File: src/rtl/cache_axi_rd_arbiter_pkg.sv
`default_nettype none
// ============================================================================
//  Module  : cache_axi_rd_arbiter_pkg
//  Brief   : Shared types and AXI encodings for the cache AXI read arbiter.
//  Revision: 1.0 - initial release
// ============================================================================
package cache_axi_rd_arbiter_pkg;

    // Arbiter sequencing: grant, address phase, data phase, return pulse.
    typedef enum logic [1:0] {
        ST_IDLE = 2'd0,
        ST_AR   = 2'd1,
        ST_R    = 2'd2,
        ST_DONE = 2'd3
    } rd_arb_state_t;

    // Which cache owns (or last owned) the read channel.
    typedef enum logic {
        REQ_I = 1'b0,
        REQ_D = 1'b1
    } req_id_t;

    localparam logic [1:0] AXI_BURST_INCR   = 2'b01;
    localparam logic [2:0] AXI_SIZE_4B      = 3'b010;
    localparam logic [3:0] ARCACHE_CACHED   = 4'b1111;
    localparam logic [3:0] ARCACHE_UNCACHED = 4'b0000;

endpackage : cache_axi_rd_arbiter_pkg
`default_nettype wire

File: src/rtl/cache_axi_rd_arbiter.sv
`default_nettype none
// ============================================================================
//  Module  : cache_axi_rd_arbiter
//  Brief   : Shares one AXI4 read channel between icache and dcache. One
//            outstanding INCR burst; 32-bit beats assembled into 128 bits.
//  Revision: 1.0 - initial release
// ============================================================================
module cache_axi_rd_arbiter
    import cache_axi_rd_arbiter_pkg::*;
#(
    parameter int LINE_BEATS = 4,
    parameter int I_UC_BEATS = 2,
    parameter int D_UC_BEATS = 1,
    parameter int I_ARID     = 0,
    parameter int D_ARID     = 1
) (
    input  logic         clk_g,
    input  logic         resetn,
    // icache side
    input  logic         i_rd_req,
    input  logic         i_rd_uncache,
    input  logic [31:0]  i_rd_addr,
    output logic         i_rd_rdy,
    output logic         i_ret_valid,
    output logic [127:0] i_ret_data,
    // dcache side
    input  logic         d_rd_req,
    input  logic         d_rd_uncache,
    input  logic [31:0]  d_rd_addr,
    output logic         d_rd_rdy,
    output logic         d_ret_valid,
    output logic [127:0] d_ret_data,
    // AXI read address channel
    output logic [3:0]   arid,
    output logic [31:0]  araddr,
    output logic [7:0]   arlen,
    output logic [2:0]   arsize,
    output logic [1:0]   arburst,
    output logic [3:0]   arcache,
    output logic         arvalid,
    input  logic         arready,
    // AXI read data channel
    input  logic [3:0]   rid,
    input  logic [31:0]  rdata,
    input  logic [1:0]   rresp,
    input  logic         rlast,
    input  logic         rvalid,
    output logic         rready
);

    localparam logic [7:0] c_line_len = 8'(LINE_BEATS - 1);
    localparam logic [7:0] c_i_uc_len = 8'(I_UC_BEATS - 1);
    localparam logic [7:0] c_d_uc_len = 8'(D_UC_BEATS - 1);
    localparam logic [3:0] c_i_arid   = 4'(I_ARID);
    localparam logic [3:0] c_d_arid   = 4'(D_ARID);

    rd_arb_state_t r_state;
    rd_arb_state_t w_state_nxt;
    req_id_t       r_last_grant;
    req_id_t       r_owner;
    logic          w_grant_i;
    logic          w_grant_d;
    logic          w_sel_unc;
    logic [7:0]    w_sel_len;
    logic [7:0]    r_beat_cnt;
    logic [127:0]  r_buf;
    logic          r_arvalid;
    logic [31:0]  r_araddr;
    logic [7:0]    r_arlen;
    logic [3:0]    r_arid;
    logic [3:0]    r_arcache;
    logic          w_unused;

    // Response id, status and last flag carry no control meaning here.
    assign w_unused = ^{rid, rresp, rlast};

    // State register.
    always_ff @(posedge clk_g or negedge resetn) begin
        if (!resetn) begin
            r_state <= ST_IDLE;
        end else begin
            r_state <= w_state_nxt;
        end
    end

    // Next state and IDLE-cycle grant; on a tie the port not served last wins.
    always_comb begin
        w_state_nxt = r_state;
        w_grant_i   = 1'b0;
        w_grant_d   = 1'b0;
        case (r_state)
            ST_IDLE: begin
                if (resetn) begin
                    if (d_rd_req && (!i_rd_req || r_last_grant == REQ_I)) begin
                        w_grant_d = 1'b1;
                    end else if (i_rd_req) begin
                        w_grant_i = 1'b1;
                    end
                end
                if (w_grant_i || w_grant_d) begin
                    w_state_nxt = ST_AR;
                end
            end
            ST_AR: begin
                if (r_arvalid && arready) begin
                    w_state_nxt = ST_R;
                end
            end
            ST_R: begin
                if (rvalid && r_beat_cnt == r_arlen) begin
                    w_state_nxt = ST_DONE;
                end
            end
            ST_DONE: begin
                w_state_nxt = ST_IDLE;
            end
            default: begin
                w_state_nxt = ST_IDLE;
            end
        endcase
    end

    // Burst shape of the winning request.
    always_comb begin
        w_sel_unc = w_grant_d ? d_rd_uncache : i_rd_uncache;
        w_sel_len = c_line_len;
        if (w_sel_unc) begin
            w_sel_len = w_grant_d ? c_d_uc_len : c_i_uc_len;
        end
    end

    // Latch the granted request, run the AR handshake and assemble R beats.
    always_ff @(posedge clk_g or negedge resetn) begin
        if (!resetn) begin
            r_last_grant <= REQ_I;
            r_owner      <= REQ_I;
            r_arvalid    <= 1'b0;
            r_araddr     <= 32'd0;
            r_arlen      <= 8'd0;
            r_arid       <= 4'd0;
            r_arcache    <= 4'd0;
            r_beat_cnt   <= 8'd0;
            r_buf        <= 128'd0;
        end else begin
            if (w_grant_i || w_grant_d) begin
                r_owner      <= w_grant_d ? REQ_D : REQ_I;
                r_last_grant <= w_grant_d ? REQ_D : REQ_I;
                r_araddr     <= w_grant_d ? d_rd_addr : i_rd_addr;
                r_arid       <= w_grant_d ? c_d_arid : c_i_arid;
                r_arlen      <= w_sel_len;
                r_arcache    <= w_sel_unc ? ARCACHE_UNCACHED : ARCACHE_CACHED;
                r_arvalid    <= 1'b1;
            end else if (r_arvalid && arready) begin
                r_arvalid  <= 1'b0;
                r_beat_cnt <= 8'd0;
            end
            // Beats enter at the top and shift down, so a full line ends
            // with word 0 in the low 32 bits.
            if (r_state == ST_R && rvalid) begin
                r_buf      <= {rdata, r_buf[127:32]};
                r_beat_cnt <= r_beat_cnt + 8'd1;
            end
        end
    end

    assign i_rd_rdy    = w_grant_i;
    assign d_rd_rdy    = w_grant_d;
    assign i_ret_valid = (r_state == ST_DONE) && (r_owner == REQ_I);
    assign d_ret_valid = (r_state == ST_DONE) && (r_owner == REQ_D);
    assign i_ret_data  = r_buf;
    assign d_ret_data  = r_buf;

    assign arid    = r_arid;
    assign araddr  = r_araddr;
    assign arlen   = r_arlen;
    assign arsize  = AXI_SIZE_4B;
    assign arburst = AXI_BURST_INCR;
    assign arcache = r_arcache;
    assign arvalid = r_arvalid;
    assign rready  = (r_state == ST_R);

endmodule : cache_axi_rd_arbiter
`default_nettype wire

File: config.mk
export PLATFORM = sky130hd
export DESIGN_NAME = cache_axi_rd_arbiter
export DESIGN_NICKNAME = d
export VERILOG_FILES = /design/src/rtl/cache_axi_rd_arbiter_pkg.sv /design/src/rtl/cache_axi_rd_arbiter.sv
export SDC_FILE = /design/constraint.sdc
export NUM_CORES = 1
export LEC_CHECK = 0
export ABC_CLOCK_PERIOD_IN_PS = 2400
export CAP_MARGIN = 10
export CORE_AREA = 2 2 163 165
export CTS_CLUSTER_DIAMETER = 80
export DETAILED_ROUTE_END_ITERATION = 8
export DIE_AREA = 0 0 165 167
export PLACE_DENSITY = 0.63
export SYNTH_ARGS = -nofsm -noshare
export SYNTH_HDL_FRONTEND = slang
export SYNTH_SLANG_ARGS = --single-unit
File: constraint.sdc
create_clock -name clk_g -period 2.4 [get_ports clk_g]
set_input_delay 0.36 -clock clk_g [delete_from_list [all_inputs] [get_ports clk_g]]
set_output_delay 0.36 -clock clk_g [all_outputs]
set_load 0.05 [all_outputs]
# --- Word level (Yosys, flattened, before mapping) ---
# Index checks and enable logic that the tools add are counted.
op_classes:
  n_addsub: 1
  eq_ne: 8
  n_bitwise: 1
  reduce_logical: 15
  n_mux: 25
op_table:
  columns: ["op", "count"]
  rows:
  - ["32-bit two-way mux", 1]
  - ["8-bit two-way mux", 3]
  - ["1-bit two-way mux", 15]
  - ["8-bit by 1-bit adder with 8-bit output, second input constant", 1]
  - ["8-bit equality test", 1]
  - ["2-bit two-way mux", 4]
  - ["2-bit one-hot mux with 4 select lines", 1]
  - ["1-bit logical AND", 6]
  - ["2-bit equality test, second input constant", 2]
  - ["4-bit two-way mux", 1]
  - ["2-bit by 1-bit inequality test with 1-bit output, second input constant", 2]
  - ["2-bit inequality test, second input constant", 2]
  - ["2-bit nonzero test", 2]
  - ["1-bit logical OR", 3]
  - ["3-bit AND reduction", 1]
  - ["2-bit by 1-bit equality test with 1-bit output, second input constant", 1]
  - ["2-bit logical NOT", 1]
  - ["2-bit AND reduction", 1]
  - ["1-bit logical NOT", 1]
  - ["1-bit NOT", 1]
totals:
  elab_cells: 59
  output_inout_bits: 315
  reg_bits: 188

# --- Longest topological paths before layout ---
logic_depth:
  ltp_word: 10
  ltp_mapped: 8

# --- Least setup slack after synthesis ---
# OpenSTA, ideal clock, no wires.
synth_timing:
  path_kind: "register -> register"
  startpoint: "reg r_state[0]"
  endpoint: "reg r_buf[38], in the netlist d_ret_data[38]"
  required_ps: 2333
  slack_ps: 276
  path_stages_with_launch: 9
  synth_period_minus_slack_ps: 2124
  n_path_buf: 3
  setup_ps: 67
  t_arrival_ps: 2057
  path_cell_list: "dfrtp_1 -> inv_1 -> ha_1 -> and2_1 -> clkbuf_1 -> buf_2 -> clkbuf_1 -> nand2_1 -> nand2_1"
synth_via:
  elab_chain_len: 2
synth_lines:
  columns: ["item", "line", "source"]
  rows:
  - ["from (decl)", "cache_axi_rd_arbiter.sv:57", "rd_arb_state_t r_state;"]
  - ["from (signal assigned)", "cache_axi_rd_arbiter.sv:82", "r_state <= w_state_nxt;"]
  - ["2-bit equality test", null, null]
  - ["net rready", "cache_axi_rd_arbiter.sv:48", "output logic rready"]
  - ["1-bit logical AND", "cache_axi_rd_arbiter.sv:159", "if (r_state == ST_R && rvalid) begin"]
  - ["to (signal assigned)", "cache_axi_rd_arbiter.sv:160", "r_buf <= {rdata, r_buf[127:32]};"]
  - ["to (decl)", "cache_axi_rd_arbiter.sv:66", "logic [127:0] r_buf;"]
# The timed path passes the listed nets, and every way through them passes these cells.
# A chain may end at the register's enable or synchronous reset.

# --- Worst setup path in the final report ---
layout_timing:
  startpoint: "reg r_state[1]"
  endpoint: "out d_ret_valid"
layout_via:
  elab_chain_len: 2
layout_lines:
  columns: ["item", "line", "source"]
  rows:
  - ["2-bit equality test", "cache_axi_rd_arbiter.sv:169", "assign d_ret_valid = (r_state == ST_DONE) && (r_owner == REQ_D);"]
  - ["1-bit logical AND", "cache_axi_rd_arbiter.sv:169", null]
  - ["to (decl)", "cache_axi_rd_arbiter.sv:31", "output logic d_ret_valid,"]
# Every way passes these cells.

==> flow_summary.toml <==
[outcome]
status = "finished clean"

[cts]
clk_pin_slew_ps = 80
clock_sinks = 174
insertion_delay_ps = 420
cts_tree = "done"
hold_buffers = 0
postCtsSetupBuffers = 0
htree_levels = 4
root_buffer = "clkbuf_16"
cts_buffers = 17
cts_buffer_depth = 2

[layout]
fin_nets = 1290
area_growth_pct = 50.8
finalNonFillerCells = 1521
regArea_sq_um = 4350
layout-drive-gt1-share_pct = 4.64
multiInputGateArea_sq_um = 2490
diodes = 0
fillerInstances = 2528
design_area_sq_um = 12200

[job]
cap_violations = 0

[die]
die_y_um = 167
die_x_um = 165
rows = 59
die_area_sq_um = 27600
core_sq_um = 25800
boundaryPins = 426
floorplan.initialDensity_pct = 31.3

[yosys]
ys_seq_elements = 174
synth_area_sq_um = 8060
yosysTopAreaCell = "dfrtp_1"
yosysMostFrequentCell = "nand2_1"
yosys_most_used_dff = "dfrtp_1"
ys_top_cells_by_area = "dfrtp_1 (54%), nand2_1 (19%), buf_4 (14%), mux2i_1 (2.7%), o21ai_1 (2.0%)"
ys_warn_count = 0
syn_inst = 913
yosysTopAreaCellShare_pct = 54.0
yosysUniqueCellTypes = 33
avgSynthCellArea_sq_um = 8.83
ys_top_cells_by_count = "nand2_1 (414), dfrtp_1 (174), buf_4 (147)"
yosysSeqAreaShare_pct = 54.0
synth_edf_count = 0
synthArstFlopShare_pct = 100

[sta]
final-setup-viol-count = 0
clock_skew_ps = 12.8
grt_setup_unrepaired = "false"
worst_pin_slew_ps = 651
setup_tns_ps = 0
slew-limit-headroom_pct = 56.6
max_clock_freq_mhz = 440
slew_violations = 0
fin_crit_sh_pct = 94.7
final_hold_viol_count = 0
fin_crit_ps = 2270

[routing]
drt-initial-drc-count = 334
wl_per_cell_um = 15.3
wl_um = 23200
vias = 6589
first_pass_iters = 4
drtAntennaViolNets = 0
drt-vias-per-instance = 4.33
post-route-drc-count = 0

[setup_path]
crit_fanout = 4
crit_end = "d_ret_valid"
path_class = "flip-flop to output pin"
critPathRequiredTime_ps = 2040
rr_endpoint = "r_state[1]"
cp-start-kind = "flip-flop"
cp_cell_sequence = "ha_1, and2_1, clkdlybuf4s50_1"
r2r_cells = 4
arrival_ps = 1910
cpPeakStageDelay_ps = 790
startpoint = "r_state[1]"
cpMaxStageDelayCell = "clkdlybuf4s50_1"
reg2reg_slack_ps = 620
r2r-start = "r_beat_cnt[2]"
end_kind = "output pin"

[min_path]
min_path_type = "input port to async pin"

[global_route]
track_usage_pct = 16.6
grt_max_degree = 124
antenna_found_initial = 0
grt_pass1_vias = 6301
grt_pass1_wl_um = 35800
overflow = 0

[placed_design]
dp_cells = 1489
gp_congestion = 0.793
port_buffers = 404
place_hpwl_um = 17000
placedInstanceArea_sq_um = 11500

[power_and_ir_drop]
ir_drop_mv = 0.451
p_leak_nw = 5.99
p_per_area_nw_per_um2 = 507
## through the flow
stage / total power [mW] / setup WS, ps / utilization [%] / hold slack (ps)
after floorplan: 3.06 / 276 / - / 64.4
after global placement: 3.28 / 241 / 44.7 / 469
after detailed placement: 3.28 / 224 / 44.7 / 463
after CTS: 6.29 / 66.0 / 47.2 / 160
after global routing: 6.43 / 43.1 / 47.2 / 183
final: 6.17 / 127 / 47.2 / 131
## placed cells by master, fill, tap and decap left out, types with 2 or more instances in the layout
| cell type | Yosys | final |
|---|---|---|
| a22oi_1 | 2 | 2 |
| buf_4 | 147 | 7 |
| dfrtp_1 | 174 | 174 |
| mux2i_1 | 22 | 22 |
| nand4_1 | 4 | 4 |
| o22ai_1 | 12 | 12 |
| clkbuf_8 | 0 | 3 |
| bufinv_16 | 0 | 3 |
| clkdlybuf4s50_1 | 0 | 399 |
| conb_1 | 2 | 14 |
| buf_12 | 0 | 8 |
| nor2_1 | 28 | 28 |
| ha_1 | 6 | 6 |
| and3_1 | 2 | 2 |
| xor2_1 | 3 | 3 |
| inv_1 | 4 | 4 |
| clkbuf_16 | 0 | 17 |
| o21ai_1 | 32 | 32 |
| inv_2 | 3 | 3 |
| nand2_1 | 414 | 413 |
| clkinv_4 | 0 | 3 |
| a31oi_1 | 3 | 3 |
| inv_6 | 0 | 3 |
| inv_8 | 0 | 2 |
## state kept, by name, indices dropped and copies added (netlist names)
| register | cells |
|---|---|
| arvalid | 1 |
| arcache | 1 |
| arlen | 1 |
| arid | 1 |
| r_beat_cnt | 8 |
| r_state | 2 |
| d_ret_data | 128 |
| araddr | 32 |
## cells by family (layout without fill, tap and decap cells)
family | after synthesis | count (layout) | synth area share (%)
buffers and inverters | 194 | 455 | 15.9
DFF | 174 | 174 | 54.0
AOI/OAI and AO/OA | 57 | 57 | 4.19
adders and majority gates | 6 | 6 | 0.932
muxes | 23 | 23 | 2.92
other | 2 | 14 | 0.0932
and+or+nand+nor | 454 | 454 | 21.6
xor gates and xnor gates | 3 | 3 | 0.326
## metal layers
| metal | up-vias | wire length (um) | global-route usage (%) |
|---|---|---|---|
| met5 | - | 0 | 0 |
| li1 | 3215 | - | - |
| met4 | 0 | 282 | 4.23 |
| met2 | 283 | 11600 | 28.5 |
| met1 | 3072 | 9440 | 20.0 |
| met3 | 19 | 1880 | 5.28 |
## final cells by class
cell class / instances / area share (%)
Sequential cell: 174 / 35.8
Inverter: 7 / 0.216
Clock inverter: 12 / 1.42
Clock buffer: 20 / 3.76
Tap cell: 335 / 3.45
Multi-Input combinational cell: 557 / 20.5
Timing Repair Buffer: 416 / 34.8
## power by group
part           internal [mW]  switching [mW]  leakage, nW
clock                   1.73            1.22        0.306
combinational          0.153           0.134         3.26
sequential              2.93               0         2.43
total                   4.81            1.36         5.99
## what timing repair did
| action | 4_1_cts | 5_1_grt |
|---|---|---|
| setup endpoints to repair | 0 | 1 |
| gates resized for setup | 0 | 1 |
| hold endpoints to repair | 0 | 0 |
## worst max-delay path: cells and delay by family (launching register included)
kind | cells | cell delay, ps
fa+ha+maj | 1 | 180
buf+inv | 1 | 790
flops | 1 | 400
simple gates | 1 | 120
## worst min path at each step
stage	from	end	slack [ps]
detailed placement	r_beat_cnt[7]	r_beat_cnt[7]	460
finish	resetn	r_beat_cnt[5]	130
global route	resetn	r_beat_cnt[5]	180
global placement	r_beat_cnt[7]	r_beat_cnt[7]	470
floorplan	resetn	araddr[0]	60
CTS	resetn	araddr[26]	160
Power figures use the tool's default switching activity.
